### config.mk
export PLATFORM = sky130hd
export DESIGN_NAME = turn_signal_ctrl
export DESIGN_NICKNAME = d
export VERILOG_FILES = /design/src/rtl/turn_signal_ctrl.sv
export SDC_FILE = /design/constraint.sdc
export NUM_CORES = 1
export LEC_CHECK = 0
export CELL_PAD_IN_SITES_DETAIL_PLACEMENT = 1
export CELL_PAD_IN_SITES_GLOBAL_PLACEMENT = 1
export CORE_MARGIN = 5
export CORE_UTILIZATION = 41
export DETAILED_ROUTE_END_ITERATION = 8
export HOLD_SLACK_MARGIN = 0.1
export PLACE_DENSITY = 0.82
export SETUP_SLACK_MARGIN = 0.2
export SYNTH_ARGS = -nofsm -noshare
export SYNTH_HDL_FRONTEND = slang
export SYNTH_SLANG_ARGS = --single-unit
### constraint.sdc
create_clock -name clk -period 2.1 [get_ports clk]
set_input_delay 0.63 -clock clk [delete_from_list [all_inputs] [get_ports clk]]
set_output_delay 0.63 -clock clk [all_outputs]
set_load 0.01 [all_outputs]
### src/rtl/turn_signal_ctrl.sv
// Turn-signal / hazard controller: N lamps per side, timed chase or flash pattern.
// State, divider and frame counter are registered; lamp outputs decode from them only.
module turn_signal_ctrl #(
    parameter int TICK_DIV = 50_000_000,
    parameter int N        = 4,
    parameter bit SEQ      = 1'b1
) (
    input  logic         clk,
    input  logic         rst_n,
    input  logic [1:0]   mode,
    input  logic         turn_left,
    input  logic         turn_right,
    output logic [N-1:0] left_light,
    output logic [N-1:0] right_light,
    output logic         hazard
);

    localparam int DIV_W      = (TICK_DIV > 1) ? $clog2(TICK_DIV) : 1;
    localparam int FRAME_W    = (N > 0) ? $clog2(N + 1) : 1;
    localparam int LAST_FRAME = SEQ ? N : 1;

    localparam logic [DIV_W-1:0]   DIV_LAST   = DIV_W'(TICK_DIV - 1);
    localparam logic [FRAME_W-1:0] FRAME_LAST = FRAME_W'(LAST_FRAME);

    typedef enum logic [1:0] {
        IDLE,
        LEFT,
        RIGHT,
        HAZARD
    } state_t;

    state_t               state, state_nxt, req;
    logic [DIV_W-1:0]     div, div_nxt;
    logic [FRAME_W-1:0]   frame, frame_nxt;
    logic                 tick;
    logic                 restart;
    logic [N-1:0]         pat;

    always_comb begin
        if (mode == 2'b00)                req = IDLE;
        else if (turn_left && turn_right) req = HAZARD;
        else if (turn_left)               req = LEFT;
        else if (turn_right)              req = RIGHT;
        else                              req = IDLE;
    end

    // NOTE: sequential state uses non-blocking assignments so every register
    // samples the pre-edge values; reset is asynchronous and clears all state.
    always_ff @(posedge clk or negedge rst_n) begin
        if (!rst_n) begin
            state <= IDLE;
            div   <= '0;
            frame <= '0;
        end else begin
            state <= state_nxt;
            div   <= div_nxt;
            frame <= frame_nxt;
        end
    end

    // NOTE: every combinational output gets a default first, so no path
    // through the if/case chain can infer a latch.
    always_comb begin
        state_nxt = req;
        div_nxt   = div;
        frame_nxt = frame;
        tick      = (div == DIV_LAST);
        restart   = (req != state);

        // A restart wins over a coincident tick, so the new frame 0 lasts a full TICK_DIV.
        if (restart || state == IDLE) begin
            div_nxt   = '0;
            frame_nxt = '0;
        end else if (tick) begin
            div_nxt   = '0;
            frame_nxt = (frame == FRAME_LAST) ? '0 : frame + FRAME_W'(1);
        end else begin
            div_nxt   = div + DIV_W'(1);
        end
    end

    always_comb begin
        pat = '0;
        if (SEQ) begin
            for (int i = 0; i < N; i++) begin
                if (int'(frame) < N && i <= int'(frame)) pat[i] = 1'b1;
            end
        end else begin
            pat = (frame == '0) ? '1 : '0;
        end

        left_light  = '0;
        right_light = '0;
        hazard      = 1'b0;
        case (state)
            LEFT:   left_light = pat;
            RIGHT:  right_light = pat;
            HAZARD: begin
                left_light  = pat;
                right_light = pat;
                hazard      = 1'b1;
            end
            default: ;
        endcase
    end

endmodule

Word level (Yosys, flattened, before mapping)
Cells that the tools add are included.
{"block": "word_totals", "output_inout_bits": 9, "word_cells": 41, "register_bits": 31}
{"block": "op_classes", "order_cmp": 4, "n_eq_ne": 6, "n_reduce_logical": 10, "n_addsub": 2, "mux": 16}
{"operator": "2-to-1 mux 26 bit", "n": 2}
{"operator": "adder 26 x 1 -> 26 bit (second input constant)", "n": 1}
{"operator": "equality test 26 bit (second input constant)", "n": 1}
{"operator": "2-to-1 mux 3 bit", "n": 3}
{"operator": "2-to-1 mux 2 bit", "n": 4}
{"operator": "2-to-1 mux 4 bit", "n": 2}
{"operator": "<= comparator 2 x 3 -> 1 bit (first input constant)", "n": 2}
{"operator": "2-to-1 mux 1 bit", "n": 5}
{"operator": "equality test 2 bit (second input constant)", "n": 2}
{"operator": "logical AND 1 bit", "n": 4}
{"operator": "logical NOT 2 bit", "n": 2}
{"operator": "OR reduction 2 bit", "n": 2}
{"operator": "adder 3 x 1 -> 3 bit (second input constant)", "n": 1}
{"operator": "equality test 3 bit (second input constant)", "n": 1}
{"operator": "<= comparator 1 x 3 -> 1 bit (first input constant)", "n": 1}
{"operator": "< comparator 3 bit (second input constant)", "n": 1}
{"operator": "equality test 2 x 1 -> 1 bit (second input constant)", "n": 1}
{"operator": "!= test 2 bit", "n": 1}
{"operator": "nonzero test 2 bit", "n": 1}
{"operator": "logical OR 1 bit", "n": 1}

Logic depth before layout (Yosys ltp)
{"block": "logic_depth", "depth_word": 7, "mapped_depth": 6, "mapped_depth_nobuf": 5}

Worst setup path before layout
Ideal clock, no wire load.
{"block": "synth_path", "path_kind": "reg2reg", "startpoint": "register div[18]", "endpoint": "register div[11]", "setup_ps": 140, "setup_slack_ps": 63, "path_stages_with_launch": 6, "required_time_ps": 1960, "path_buffers": 1, "arrival_ps": 1897, "cell_sequence": "dfrtp_1 -> or4_1 -> or4_4 -> nor2_8 -> buf_12 -> nor3_2"}
{"block": "synth_between", "elab_chain_cells": 3}
{"element": "start, declared", "line": "33", "source": "logic [DIV_W-1:0] div, div_nxt;"}
{"element": "start signal, assigned", "line": "56", "source": "div <= div_nxt;"}
{"element": "equality test 26 bit", "line": "67", "source": "tick = (div == DIV_LAST);"}
{"element": "2-to-1 mux 26 bit", "line": "74", "source": "end else if (tick) begin"}
{"element": "2-to-1 mux 26 bit", "line": "71", "source": "if (restart || state == IDLE) begin"}
{"element": "named net div_nxt[11]", "line": "33"}
The timed path passes the listed nets, and every way through them passes these cells.
A chain may end at the register's enable or synchronous reset.

Final worst setup path
{"block": "layout_path", "startpoint": "register div[18]", "endpoint": "register div[2]"}
Same word-level chain as after synthesis.

==> flow_summary.ini <==
[placed_design]
dp_cells = 268
gp_congestion = 0.768
portBuffers = 14
detailed_place_hpwl_um = 3330

[setup_path]
cp_num_buf_inv = 2
crit_type = flip-flop to flip-flop
slowest_stage = or4_4
required_ns = 2.26
r2r_start = div[18]$_DFF_PN0_
worstPathArrival_ns = 2.19
cp_common_cell = or4_4
r2r_slack_ns = 0.08
critPathTopFamily = simple AND/OR/NAND/NOR gates
endpoint_kind = flip-flop
rr_worst_depth = 6
cp-start-kind = flip-flop
path_cells = or4_4 > or4_4 > nor2_8 > buf_6 > buf_12 > nor3_1
r2r-end = div[2]$_DFF_PN0_
crit_path_max_fanout = 8
max_stage_delay_ns = 0.53

[power_and_ir_drop]
sequentialPowerShare_pct = 49.1
power.switching_w = 0.000292
p_clk_share_pct = 43.7
power.static_leakage_nw = 1.07
ir_drop_mv = 0.342
power.internal_w = 0.000937
p_comb_share_pct = 7.1
p_per_area_mw_per_mm2 = 442
switching_share_pct = 23.7

[die]
coreArea_sq_mm = 0.00438
fp.dieH_um = 77.6
start_util_pct = 42.8
dieArea_sq_mm = 0.00602
rows = 24
die_x_um = 77.6
io_pins = 15

[clock_network]
clock_latency_ns = 0.29
cts_tree = built
cts_inserted_buffers = 5
clkTransAtPathRegs_ns = 0.07
cts_root_buf = clkbuf_8
numClockSinks = 31
h-tree-depth = 2
cts_buffer_depth = 2
postCtsHoldBufs = 0

[synth]
synth.area.top_cells = dfrtp_1 (41%), xnor2_1 (6.1%), nor3_2 (5.3%), a211oi_1 (3.6%), or4_1 (3.2%)
ys_ff_latch = 31
synth_edf_count = 0
yosys-top-cells-count = dfrtp_1 (31), nand2_1 (13), xnor2_1 (13)
synth_top_area_share_pct = 41.4
yosys.cell_count.top_type = dfrtp_1
synthArstFlopShare_pct = 100
yosys_most_used_dff = dfrtp_1
synth_area_per_cell_sq_um = 9.86
synth_fp_nets = 200
yosys_warnings = 0
netlist_area_sq_mm = 0.00187
syn_inst = 190
yosysSeqAreaShare_pct = 41.4
ys_types = 41
synth_top_cell_by_area = dfrtp_1

[drt]
viasPerCell = 5.98
firstDrtPassIters = 4
routed-via-count = 1830
drc = 0
detail_route.iter0.violations = 103
ant_nets = 0
routed-wl-met2_um = 3650
routed-wl-met3_um = 203
routed.top_layer = met4
postRouteWirelength_um = 6970
wl_met1_um = 2830
routedWlPerCell_um = 22.8

[global_route]
grt_max_degree = 32
grt_usage_pct = 22.0
grt_pass1_vias = 2034
antenna_found_initial = 0
grt_pass1_wl_um = 10500
grt_overflow = 0

[sta]
finalHoldViolations = 0
finalSetupTns_ns = 0
rsz0062_at_grt = yes
relSlewSlack_pct = 65.5
finalSetupViolCount = 0
finalMaxSlewViolations = 0
max_freq_mhz = 494
worst_pin_slew_ns = 0.512
finalCritPeriodShare_pct = 96.3
finClkSkew_ns = 0.00771
min_period_ns = 2.02

[final_layout]
nNetsFinal = 263
layout-drive-gt1-share_pct = 48.8
regArea_sq_um = 786
final_util_pct = 63.4
area_delta_synth_final_pct = 48.3
multi_input_area_sq_mm = 0.00125
fill_cells = 471
final_cells = 306
num_antenna_cells = 0

[hold_path]
min_from = div[0]$_DFF_PN0_
hold_end = div[0]$_DFF_PN0_
hold_depth = 2
hold_path_class = flip-flop to flip-flop

[run_status]
status = finished, final reports clean

[job]
maxCapViolCount = 0
## power by group through the flow
| stage | logic [W] | clock network [W] | registers (W) |
|---|---|---|---|
| after floorplan | 0.0000242 | 0 | 0.000616 |
| after global placement | 0.0000672 | 0 | 0.000617 |
| after detailed placement | 0.0000692 | 0 | 0.000617 |
| after CTS | 0.0000752 | 0.000542 | 0.000605 |
| after global routing | 0.0000966 | 0.000571 | 0.000604 |
| final | 0.0000878 | 0.000537 | 0.000604 |
## what timing repair did
item                       4_1_cts  5_1_grt
cloned                           1        0
resized for setup               53       35
pin swaps                       17       13
setup endpoints to repair       36       36
setup buffers                   19       10
## flip-flops by register name (all words and copies together) (netlist names)
register,count
state,2
frame,3
div,26
## metrics by stage
stage          cell area (sq um)  setup slack, ns  hold WS (ns)  power, W
4_1_cts                     2600           0.0619         0.526   0.00122
5_1_grt                     2780           0.0452         0.600   0.00127
3_5_place_dp                2210           0.0292         0.540  0.000686
2_1_floorplan               1890            0.206         0.334  0.000640
3_3_place_gp                2210           0.0904         0.538  0.000684
6_report                    2780           0.0776         0.571   0.00123
## layer usage
metal | vias up | global-route usage (%)
li1 | 837 | -
met1 | 917 | 24.1
met2 | 54 | 40.1
met3 | 22 | 5.09
met4 | 0 | 9.45
met5 | - | 0
## layout by cell type (no fill, tap or decap), types with 3 or more instances in the layout
master | netlist | final
dfrtp_2 | 0 | 8
buf_4 | 0 | 38
nand2_1 | 13 | 11
o31ai_1 | 6 | 6
a211oi_2 | 1 | 8
nand3_1 | 11 | 10
or3_1 | 5 | 3
dfrtp_1 | 31 | 23
buf_6 | 0 | 5
or4_4 | 1 | 9
nand4_1 | 3 | 3
nor2_1 | 10 | 8
xor2_1 | 3 | 3
nor3_1 | 10 | 7
clkbuf_2 | 0 | 3
o21ai_0 | 5 | 3
inv_1 | 7 | 5
nor4_1 | 7 | 6
nor3_2 | 10 | 7
xnor2_1 | 13 | 13
or3_4 | 1 | 4
clkdlybuf4s50_1 | 0 | 5
clkbuf_8 | 0 | 7
nor3_4 | 0 | 6
buf_2 | 0 | 3
buf_12 | 1 | 3
## worst max path at each step
stage,startpoint,cells after the start,endpoint,slack (ns)
6_report,div[18]$_DFF_PN0_,6,div[2]$_DFF_PN0_,0.08
5_1_grt,div[1]$_DFF_PN0_,8,div[2]$_DFF_PN0_,0.05
4_1_cts,frame[0]$_DFFE_PN0P_,5,right_light[2],0.06
3_5_place_dp,turn_right,6,div[23]$_DFF_PN0_,0.03
3_3_place_gp,turn_right,6,div[21]$_DFF_PN0_,0.09
2_1_floorplan,div[18]$_DFF_PN0_,5,div[11]$_DFF_PN0_,0.21
## final cells by class
class / instances / area share (%)
sequential: 31 / 28.3
multi-input combinational: 146 / 45.0
clock buffer: 8 / 3.60
tap: 52 / 2.34
timing repair buffer: 62 / 19.8
inverter: 7 / 0.945
## worst min-delay path, stage by stage (launching register included)
cell and delay, ns:
dfrtp_2 0.37, buf_4 0.13, nor3_2 0.04
## cell families after synthesis
family / count (synthesis) / share of synthesized area (%)
flops: 31 / 41.4
xor+xnor: 16 / 7.48
compound gates: 30 / 11.2
simple gates: 96 / 33.2
fa+ha+maj: 4 / 2.67
buf+inv: 13 / 4.07
(Power assumes the default switching activity.)
